## src/rtl/fp_pkg.sv

```systemverilog
// Shared definitions for the double-precision datapath.
//
// Contents:
//   EXP_BIAS     : IEEE 754 double exponent bias
//   EXP_W        : biased exponent width
//   FRAC_W       : stored fraction width
//   MANT_W       : significand width including the hidden bit
//   INT_BIAS_TOP : biased exponent of bit 63 of a 64-bit integer (1023+63)
//   conv_state_t : state encoding for the integer-to-double converter
package fp_pkg;

    localparam int EXP_BIAS     = 1023;
    localparam int EXP_W        = 11;
    localparam int FRAC_W       = 52;
    localparam int MANT_W       = 53;
    localparam int INT_BIAS_TOP = 1086;

    typedef enum logic [1:0] {
        IDLE,
        NORMALIZE,
        ROUND,
        DONE
    } conv_state_t;

endpackage

```

## src/rtl/fp_rounder.sv

```systemverilog
// Round-to-nearest-even incrementer used across the FP datapath.
//
// Ports:
//   mant_in   : significand before rounding (hidden bit included)
//   g, r, s   : guard, round and sticky bits below the significand LSB
//   mant_out  : rounded significand (wraps to zero on carry out)
//   carry_out : rounding overflowed the significand; caller bumps exponent
module fp_rounder
    import fp_pkg::*;
#(
    parameter int W = MANT_W
) (
    input  logic [W-1:0] mant_in,
    input  logic         g,
    input  logic         r,
    input  logic         s,
    output logic [W-1:0] mant_out,
    output logic         carry_out
);

    logic round_up;

    // Exact tie (g=1, r=s=0) only rounds up when the LSB is odd.
    assign round_up = g & (r | s | mant_in[0]);
    assign {carry_out, mant_out} = {1'b0, mant_in} + {{W{1'b0}}, round_up};

endmodule

```

## src/rtl/int64_to_fp.sv

```systemverilog
// Multi-cycle 64-bit integer (signed or unsigned) to IEEE 754 double.
// The magnitude is normalized by iterative left shifts, then rounded RNE.
//
// Ports:
//   clk, rst  : clock, synchronous active-high reset
//   in_valid  : operand valid           in_ready  : converter idle, can accept
//   int_in    : integer operand         is_signed : int_in is two's complement
//   out_valid : result valid            out_ready : consumer accepts result
//   fp_out    : double result           inexact   : result was rounded
//
// state     | meaning
// ----------+------------------------------------------------------------
// IDLE      | waiting for an operand, in_ready high
// NORMALIZE | shifting magnitude left until bit 63 is set
// ROUND     | RNE rounding to 53 bits, result registered
// DONE      | out_valid high, result held until out_ready
module int64_to_fp
    import fp_pkg::*;
#(
    parameter int STEP = 1
) (
    input  logic        clk,
    input  logic        rst,
    input  logic        in_valid,
    output logic        in_ready,
    input  logic [63:0] int_in,
    input  logic        is_signed,
    output logic        out_valid,
    input  logic        out_ready,
    output logic [63:0] fp_out,
    output logic        inexact
);

    localparam logic [EXP_W-1:0] EXP_TOP = EXP_W'(INT_BIAS_TOP);

    conv_state_t      state, state_nxt;
    logic             sign, sign_nxt;
    logic [63:0]      mag, mag_nxt;
    logic [EXP_W-1:0] exp_r, exp_nxt;
    logic [63:0]      fp_nxt;
    logic             inexact_nxt;

    logic [MANT_W-1:0] mant_rnd;
    logic              rnd_carry;
    logic              rnd_g, rnd_r, rnd_s;
    logic              unused_mant_msb;

    assign rnd_g = mag[10];
    assign rnd_r = mag[9];
    assign rnd_s = |mag[8:0];

    fp_rounder #(.W(MANT_W)) u_rounder (
        .mant_in   (mag[63:11]),
        .g         (rnd_g),
        .r         (rnd_r),
        .s         (rnd_s),
        .mant_out  (mant_rnd),
        .carry_out (rnd_carry)
    );

    // Hidden bit is implied; on carry the wrapped mantissa is already 1.0.
    assign unused_mant_msb = mant_rnd[MANT_W-1];

    assign in_ready  = (state == IDLE) & ~rst;
    assign out_valid = (state == DONE);

    always_ff @(posedge clk) begin
        if (rst) begin
            state   <= IDLE;
            sign    <= 1'b0;
            mag     <= '0;
            exp_r   <= '0;
            fp_out  <= '0;
            inexact <= 1'b0;
        end else begin
            state   <= state_nxt;
            sign    <= sign_nxt;
            mag     <= mag_nxt;
            exp_r   <= exp_nxt;
            fp_out  <= fp_nxt;
            inexact <= inexact_nxt;
        end
    end

    always_comb begin
        state_nxt   = state;
        sign_nxt    = sign;
        mag_nxt     = mag;
        exp_nxt     = exp_r;
        fp_nxt      = fp_out;
        inexact_nxt = inexact;

        case (state)
            IDLE: begin
                if (in_valid) begin
                    sign_nxt = is_signed & int_in[63];
                    // -2^63 negates to itself, which is the correct magnitude.
                    mag_nxt  = sign_nxt ? (~int_in + 64'd1) : int_in;
                    exp_nxt  = EXP_TOP;
                    if (mag_nxt == 64'd0) begin
                        fp_nxt      = 64'd0;
                        inexact_nxt = 1'b0;
                        state_nxt   = DONE;
                    end else begin
                        state_nxt = NORMALIZE;
                    end
                end
            end

            NORMALIZE: begin
                if (mag[63]) begin
                    state_nxt = ROUND;
                end else if (STEP == 4 && mag[63:60] == 4'b0000) begin
                    mag_nxt = {mag[59:0], 4'b0000};
                    exp_nxt = exp_r - EXP_W'(4);
                end else begin
                    mag_nxt = {mag[62:0], 1'b0};
                    exp_nxt = exp_r - EXP_W'(1);
                end
            end

            ROUND: begin
                // exp_r tops out at 1086, so the carry bump cannot overflow.
                fp_nxt      = {sign, exp_r + {{(EXP_W-1){1'b0}}, rnd_carry},
                               mant_rnd[FRAC_W-1:0]};
                inexact_nxt = rnd_g | rnd_r | rnd_s;
                state_nxt   = DONE;
            end

            DONE: begin
                if (out_ready) begin
                    state_nxt = IDLE;
                end
            end

            default: begin
                state_nxt = IDLE;
            end
        endcase
    end

endmodule
```

## config.mk

```make
export PLATFORM = sky130hd
export DESIGN_NAME = int64_to_fp
export DESIGN_NICKNAME = d
export VERILOG_FILES = /design/src/rtl/fp_pkg.sv /design/src/rtl/fp_rounder.sv /design/src/rtl/int64_to_fp.sv
export SDC_FILE = /design/constraint.sdc
export NUM_CORES = 1
export LEC_CHECK = 0
export BUFFER_PORTS_ARGS = -buffer_cell sky130_fd_sc_hd__buf_2
export CORE_MARGIN = 2
export CORE_UTILIZATION = 45
export CTS_CLUSTER_DIAMETER = 120
export CTS_CLUSTER_SIZE = 25
export DETAILED_ROUTE_END_ITERATION = 8
export PLACE_DENSITY = 0.73
export SLEW_MARGIN = 20
export SYNTH_ARGS = -nofsm -noshare
export SYNTH_HDL_FRONTEND = slang
export SYNTH_SLANG_ARGS = --single-unit
```

## constraint.sdc

```tcl
create_clock -name clk -period 3.78 [get_ports clk]
set_input_delay 0.189 -clock clk [delete_from_list [all_inputs] [get_ports clk]]
set_output_delay 0.189 -clock clk [all_outputs]
set_load 0.02 [all_outputs]
```

==> impl_metrics.json, run 1 <==
{
  "core_um2": 19600,
  "rows": 51,
  "clkTransAtPathRegs_ns": 0.06,
  "start_util_pct": 46.0,
  "cp.arrival_ns": 3.92,
  "stdcell_area_um2": 10900,
  "vias": 9388,
  "grt_max_degree": 76,
  "wl_per_cell_um": 18.0,
  "synth_top_family_by_area": "simple AND/OR/NAND/NOR gates",
  "n_antenna_cell": 0,
  "cp_slowest_stage_delay_ns": 0.53,
  "track_usage_pct": 26.0,
  "vdd_drop_max_uv": 402,
  "netlist_top_cells_area": "dfxtp_1 32%, xnor2_1 8.5%, a32o_1 7.3%",
  "synth_area_leader_cell": "dfxtp_1",
  "path_delay_family": "simple AND/OR/NAND/NOR gates",
  "rsz0062_at_grt": "no",
  "end_kind": "flip-flop",
  "cpMaxStageDelayCell": "or4_1",
  "crit_path_start_kind": "input pin",
  "portBuffers": 135,
  "htreeDepth": 4,
  "route.detailed.drc": 0,
  "synth-compound-area-share_pct": 23.2,
  "synth_edf_count": 0,
  "slew_violations": 0,
  "cts_root_buf": "clkbuf_16",
  "die-area_um2": 21200,
  "io_pins": 136,
  "synth.cell_area_um2": 9010,
  "hold_buffers": 0,
  "synth.mux.area_fraction_pct": 0.583,
  "async_reset_ff_share_pct": 0,
  "ys.flop_type": "dfxtp_1",
  "ys_warn_count": 0,
  "antenna_found_initial": 0,
  "cap_violations": 0,
  "fill_cells": 1837,
  "fin_skew_ns": 0.0115,
  "ant_nets": 0,
  "fmax_ghz": 0.281,
  "placedCellCount": 1535,
  "path_class": "in -> reg",
  "cts_num_sinks": 143,
  "vias_per_cell": 5.99,
  "syn_nets": 1220,
  "die_height_um": 146,
  "grt_pass1_wl_mm": 45.0,
  "grt_overflow": 0,
  "final.setup.worst_slack_ns": 0.225,
  "yosysMostFrequentCell": "dfxtp_1",
  "synth_top_cell_area_share_pct": 31.8,
  "drtPass1Iterations": 5,
  "synth_simple_gate_area_share_pct": 24.7,
  "setup_tns_ns": 0,
  "critPathRequiredTime_ns": 4.14,
  "fin_crit_sh_pct": 94.0,
  "place.gp.congestion": 0.917,
  "drive_above_1_share_pct": 21.3,
  "grt_pass1_vias": 8454,
  "cp.buffers_inverters": 4,
  "wirelength_mm": 28.2,
  "post-cts-setup-buffer-count": 0,
  "yosysUniqueCellTypes": 68,
  "dp_slack_ns": -0.159,
  "synth_xor_area_share_pct": 12.9,
  "synthesis.instances": 1141,
  "drt_iter0_markers": 878,
  "cts_buffer_depth": 2,
  "syn_area_per_cell_um2": 7.90,
  "tightestPinTransition_ns": 1.12,
  "areaGrowthSynthToFinish_pct": 21.3,
  "slew_headroom_pct": 24.9,
  "die_w_um": 146,
  "yosys.area_share.adder_pct": 1.39,
  "cp_cell_sequence": "buf_2 -> or4_1 -> or4_1 -> buf_4 -> nor2_1 -> a31oi_1 -> xnor2_1 -> nand4_1 -> or4_1 -> nor4_1 -> buf_4 -> a41o_2 -> buf_12 -> a32o_1",
  "clock_latency_ns": 0.42,
  "synth-seq-cells": 143,
  "dp_hpwl_mm": 20.8,
  "hold_class": "in -> reg",
  "synthTopCellsByCount": "143 x dfxtp_1, 122 x nor2_1, 100 x nand2_1",
  "ys_seq_area_share_pct": 31.8,
  "fin_cells": 1566,
  "p_leak_nw": 4.30,
  "timing.critical_path.mode_cell": "or4_1",
  "period_needed_ns": 3.55,
  "status": "finished clean",
  "nNetsFinal": 1368,
  "p_per_area_nw_per_um2": 595,
  "placed_area_um2": 10400,
  "setup_viol": 0,
  "critPathMaxFanout": 52,
  "cts_resized": 0,
  "p_total_mw": 6.50,
  "hold_viol": 0,
  "cts_tree": "yes",
  "numCtsBuffers": 17
}
layout by cell type (no fill, tap or decap), types with 5 or more instances in the layout:
cell / netlist / routed
nand3_1: 51 / 51
nor3_1: 38 / 38
or4_1: 9 / 9
a221oi_1: 9 / 9
inv_1: 22 / 22
and2_1: 6 / 6
nor4_1: 25 / 25
ha_1: 10 / 9
buf_4: 2 / 85
a32o_1: 66 / 66
or3_1: 11 / 11
o211ai_1: 17 / 17
nand4_1: 24 / 24
nor2_1: 122 / 121
and3_1: 24 / 24
buf_2: 8 / 135
nor2b_1: 5 / 5
xnor2_1: 88 / 88
a222oi_1: 6 / 6
o21ai_0: 57 / 57
o31ai_1: 5 / 5
clkbuf_16: 0 / 17
a211oi_1: 8 / 8
a21oi_1: 56 / 55
and4_1: 9 / 9
dfxtp_1: 143 / 143
nand2b_1: 6 / 6
a31oi_1: 16 / 16
xor2_1: 45 / 45
nand2_1: 100 / 100
registers in the layout, indices dropped and copies added (netlist names):
name     count
inexact      1
fp_out      64
sign         1
state        2
exp_r       11
mag         64
area by class of cell:
class / instances / area (um^2) / area share [%]
clock inverter: 13 / 140 / 1.28
inverter: 22 / 82.6 / 0.755
timing repair buffer: 223 / 1370 / 12.6
clock buffer: 18 / 439 / 4.02
tap: 265 / 332 / 3.03
multi-input combinational: 882 / 5700 / 52.2
sequential: 143 / 2860 / 26.2
layer usage:
| metal | global-route usage, % | share of wire (%) | up-vias |
|---|---|---|---|
| li1 | - | - | 4519 |
| met1 | 38.7 | 47 | 4389 |
| met2 | 38.4 | 43 | 439 |
| met3 | 4.39 | 8.1 | 41 |
| met4 | 7.70 | 2.0 | 0 |
| met5 | 0 | 0 | - |
path summary, 6_finish.rpt:
kind	startpoint	endpoint	slack [ns]	cells past startpoint
max	int_in[42]	fp_out[61]$_SDFFE_PP0P_	0.23	14
min	int_in[0]	mag[0]$_SDFFE_PP0P_	0.17	4
max reg2reg	mag[33]$_SDFFE_PP0P_	fp_out[59]$_SDFFE_PP0P_	0.45	14
min reg2reg	mag[5]$_SDFFE_PP0P_	mag[5]$_SDFFE_PP0P_	0.48	2
metrics by stage:
step | hold WS [ns] | util (%)
6_report | 0.166 | 55.8
5_1_grt | 0.176 | 55.8
4_1_cts | 0.161 | 55.8
3_5_place_dp | 0.465 | 52.8
3_3_place_gp | 0.461 | 52.8
2_1_floorplan | 0.351 | -
power breakdown:
part	switching (mW)	internal, mW
Combinational	1.59	0.944
Sequential	0.461	1.86
Clock	0.661	0.986
Total	2.71	3.79
worst min-delay path, stage by stage:
cell	delay (ns)
buf_2	0.09
buf_4	0.12
a22oi_1	0.07
nor2_1	0.08
kinds of logic (layout without fill, tap and decap cells):
kind of cell | after synthesis | count (layout)
buffers and inverters | 116 | 276
adder cells (fa/ha/maj) | 10 | 10
flip-flops | 143 | 143
AND/OR/NAND/NOR | 449 | 449
XOR/XNOR | 133 | 133
AO/OA/AOI/OAI | 285 | 285
multiplexers | 5 | 5
Power figures use the tool's default switching activity.
==> run 2: changes to the inputs <==
--- a/config.mk
+++ b/config.mk
@@ -5,13 +5,12 @@
 export SDC_FILE = /design/constraint.sdc
 export NUM_CORES = 1
 export LEC_CHECK = 0
-export BUFFER_PORTS_ARGS = -buffer_cell sky130_fd_sc_hd__buf_2
 export CORE_MARGIN = 2
 export CORE_UTILIZATION = 45
 export CTS_CLUSTER_DIAMETER = 120
 export CTS_CLUSTER_SIZE = 25
 export DETAILED_ROUTE_END_ITERATION = 8
-export PLACE_DENSITY = 0.73
+export DONT_BUFFER_PORTS = 1
 export SLEW_MARGIN = 20
 export SYNTH_ARGS = -nofsm -noshare
 export SYNTH_HDL_FRONTEND = slang
==> run 2 against run 1 <==
  * Combinational power decreased by 8.3%
  * Flip-flop and latch count is the same
  * Hold slack got worse by 0.15 ns
  * Critical path type unchanged
  * Largest cell class unchanged
==> impl_metrics.json, run 2 (same netlist as run 1, synthesis figures left out) <==
{
  "min_to": "sign$_SDFFE_PP0P_",
  "grt_overflow": 0,
  "route.detailed.drc": 0,
  "cts_resized": 0,
  "critPathMaxFanout": 15,
  "vias_per_cell": 6.14,
  "wirelength_mm": 28.2,
  "tightestPinTransition_ns": 1.07,
  "die-area_um2": 21200,
  "layout_commonest_cell": "dfxtp_1",
  "period_needed_ns": 3.57,
  "p_total_mw": 6.38,
  "worstReg2RegEnd": "fp_out[59]$_SDFFE_PP0P_",
  "ant_nets": 0,
  "portBuffers": 0,
  "clock_latency_ns": 0.42,
  "nNetsFinal": 1219,
  "p_leak_nw": 3.60,
  "stdcell_area_um2": 10200,
  "core_um2": 19600,
  "status": "finished clean",
  "path_delay_family": "simple AND/OR/NAND/NOR gates",
  "critPathRequiredTime_ns": 4.14,
  "rows": 51,
  "fin_skew_ns": 0.0120,
  "setup_viol": 0,
  "slew_violations": 0,
  "vias": 8708,
  "vdd_drop_max_uv": 471,
  "drive_above_1_share_pct": 11.0,
  "drt_iter0_markers": 712,
  "p_per_area_nw_per_um2": 626,
  "antenna_found_initial": 0,
  "end_kind": "flip-flop",
  "die_w_um": 146,
  "cap_violations": 0,
  "clkTransAtPathRegs_ns": 0.07,
  "placed_area_um2": 9560,
  "grt_pass1_wl_mm": 44.7,
  "wl_met3_mm": 2.38,
  "n_antenna_cell": 0,
  "die_height_um": 146,
  "hold_class": "in -> reg",
  "areaGrowthSynthToFinish_pct": 12.9,
  "fmax_ghz": 0.280,
  "track_usage_pct": 26.0,
  "numCtsBuffers": 17,
  "wl_per_cell_um": 19.9,
  "cpMaxStageDelayCell": "or4_1",
  "startpoint": "int_in[42]",
  "highest_layer": "met4",
  "routedLengthMet1_mm": 13.4,
  "hold-path-cell-count": 3,
  "slew_headroom_pct": 28.2,
  "cts_tree": "yes",
  "reg_top3": "fp_out x64, mag x64, exp_r x11",
  "dp_hpwl_mm": 21.0,
  "grt_max_degree": 79,
  "cts_num_sinks": 143,
  "htreeDepth": 4,
  "final_cell_mix": "143 x dfxtp_1, 121 x nor2_1, 100 x nand2_1",
  "rr_startpoint": "mag[34]$_SDFFE_PP0P_",
  "fin_crit_sh_pct": 94.4,
  "fin_cells": 1418,
  "hold_viol": 0,
  "cts_root_buf": "clkbuf_16",
  "place.gp.congestion": 0.899,
  "hold_start": "in_valid",
  "cp.arrival_ns": 3.93,
  "rsz0062_at_grt": "no",
  "start_util_pct": 46.0,
  "cts_buffer_depth": 2,
  "placedCellCount": 1384,
  "cp.buffers_inverters": 3,
  "crit_path_start_kind": "input pin",
  "wl_met2_mm": 12.1,
  "cp_slowest_stage_delay_ns": 0.57,
  "io_pins": 136,
  "drtPass1Iterations": 6,
  "r2r_cells": 14,
  "path_class": "in -> reg",
  "r2r_slack_ns": 0.43,
  "grt_pass1_vias": 8004,
  "cp_cell_sequence": "or4_1 -> or4_1 -> or4_1 -> o41ai_2 -> xnor2_1 -> buf_4 -> nor4bb_1 -> nand4_1 -> nor4_1 -> buf_4 -> a41o_2 -> buf_4 -> a32o_1"
}
[run 2: how the worst max path moves through the flow]
stage / endpoint / cells after the start
final: fp_out[4]$_SDFFE_PP0P_ / 13
after global routing: fp_out[5]$_SDFFE_PP0P_ / 13
after CTS: fp_out[60]$_SDFFE_PP0P_ / 13
after detailed placement: fp_out[60]$_SDFFE_PP0P_ / 13
after global placement: fp_out[58]$_SDFFE_PP0P_ / 13
after floorplan: fp_out[28]$_SDFFE_PP0P_ / 13
[run 2: metal layers]
layer / track usage, % / vias up
met1: 39.5 / 4105
li1: - / 4229
met4: 5.83 / 0
met5: 0 / -
met3: 5.55 / 27
met2: 37.5 / 347
[run 2: worst reg2reg max path, stage by stage, from the launching register on]
cell and delay (ns):
dfxtp_1 0.43, and3_1 0.25, and3_1 0.19, nand2_1 0.12, or3_1 0.44, nor2_1 0.22, nand4_1 0.12, nor2_1 0.20
and3_1 0.19, ha_1 0.17, nand3_1 0.19, nor2_1 0.22, nand3_1 0.13, xnor2_1 0.16, a32o_1 0.21
[run 2: layout make-up]
cell class              instances  area (um^2)
flip-flops and latches        143         2860
inverters                      22         82.6
well taps                     265          332
fillers                      1954         9410
clock buffers                  18          429
multi-input cells             882         5700
repair buffers                 74          616
clock inverters                14          156
[run 2: metrics by stage]
stage	setup WS, ns	hold slack [ns]	util, %	TNS (ns)
after global routing	0.00542	0.0340	52.0	0
after CTS	0.224	0.00825	52.0	0
final	0.213	0.0202	52.0	0
after floorplan	0.00622	0.351	-	0
after detailed placement	-0.207	0.267	48.8	-11.74
after global placement	-0.138	0.268	48.8	-8.68
[run 2: timing repair]
| item | CTS | global route |
|---|---|---|
| buffers inserted | 0 | 0 |
| hold buffers | 2 | 0 |
| hold endpoints to repair | 78 | 0 |
[run 2: power breakdown]
| part | leakage [nW] | internal, mW | switching (mW) | total (mW) |
|---|---|---|---|---|
| combinational | 2.15 | 0.882 | 1.44 | 2.32 |
| sequential | 1.17 | 1.86 | 0.538 | 2.40 |
| clock | 0.280 | 0.983 | 0.675 | 1.66 |
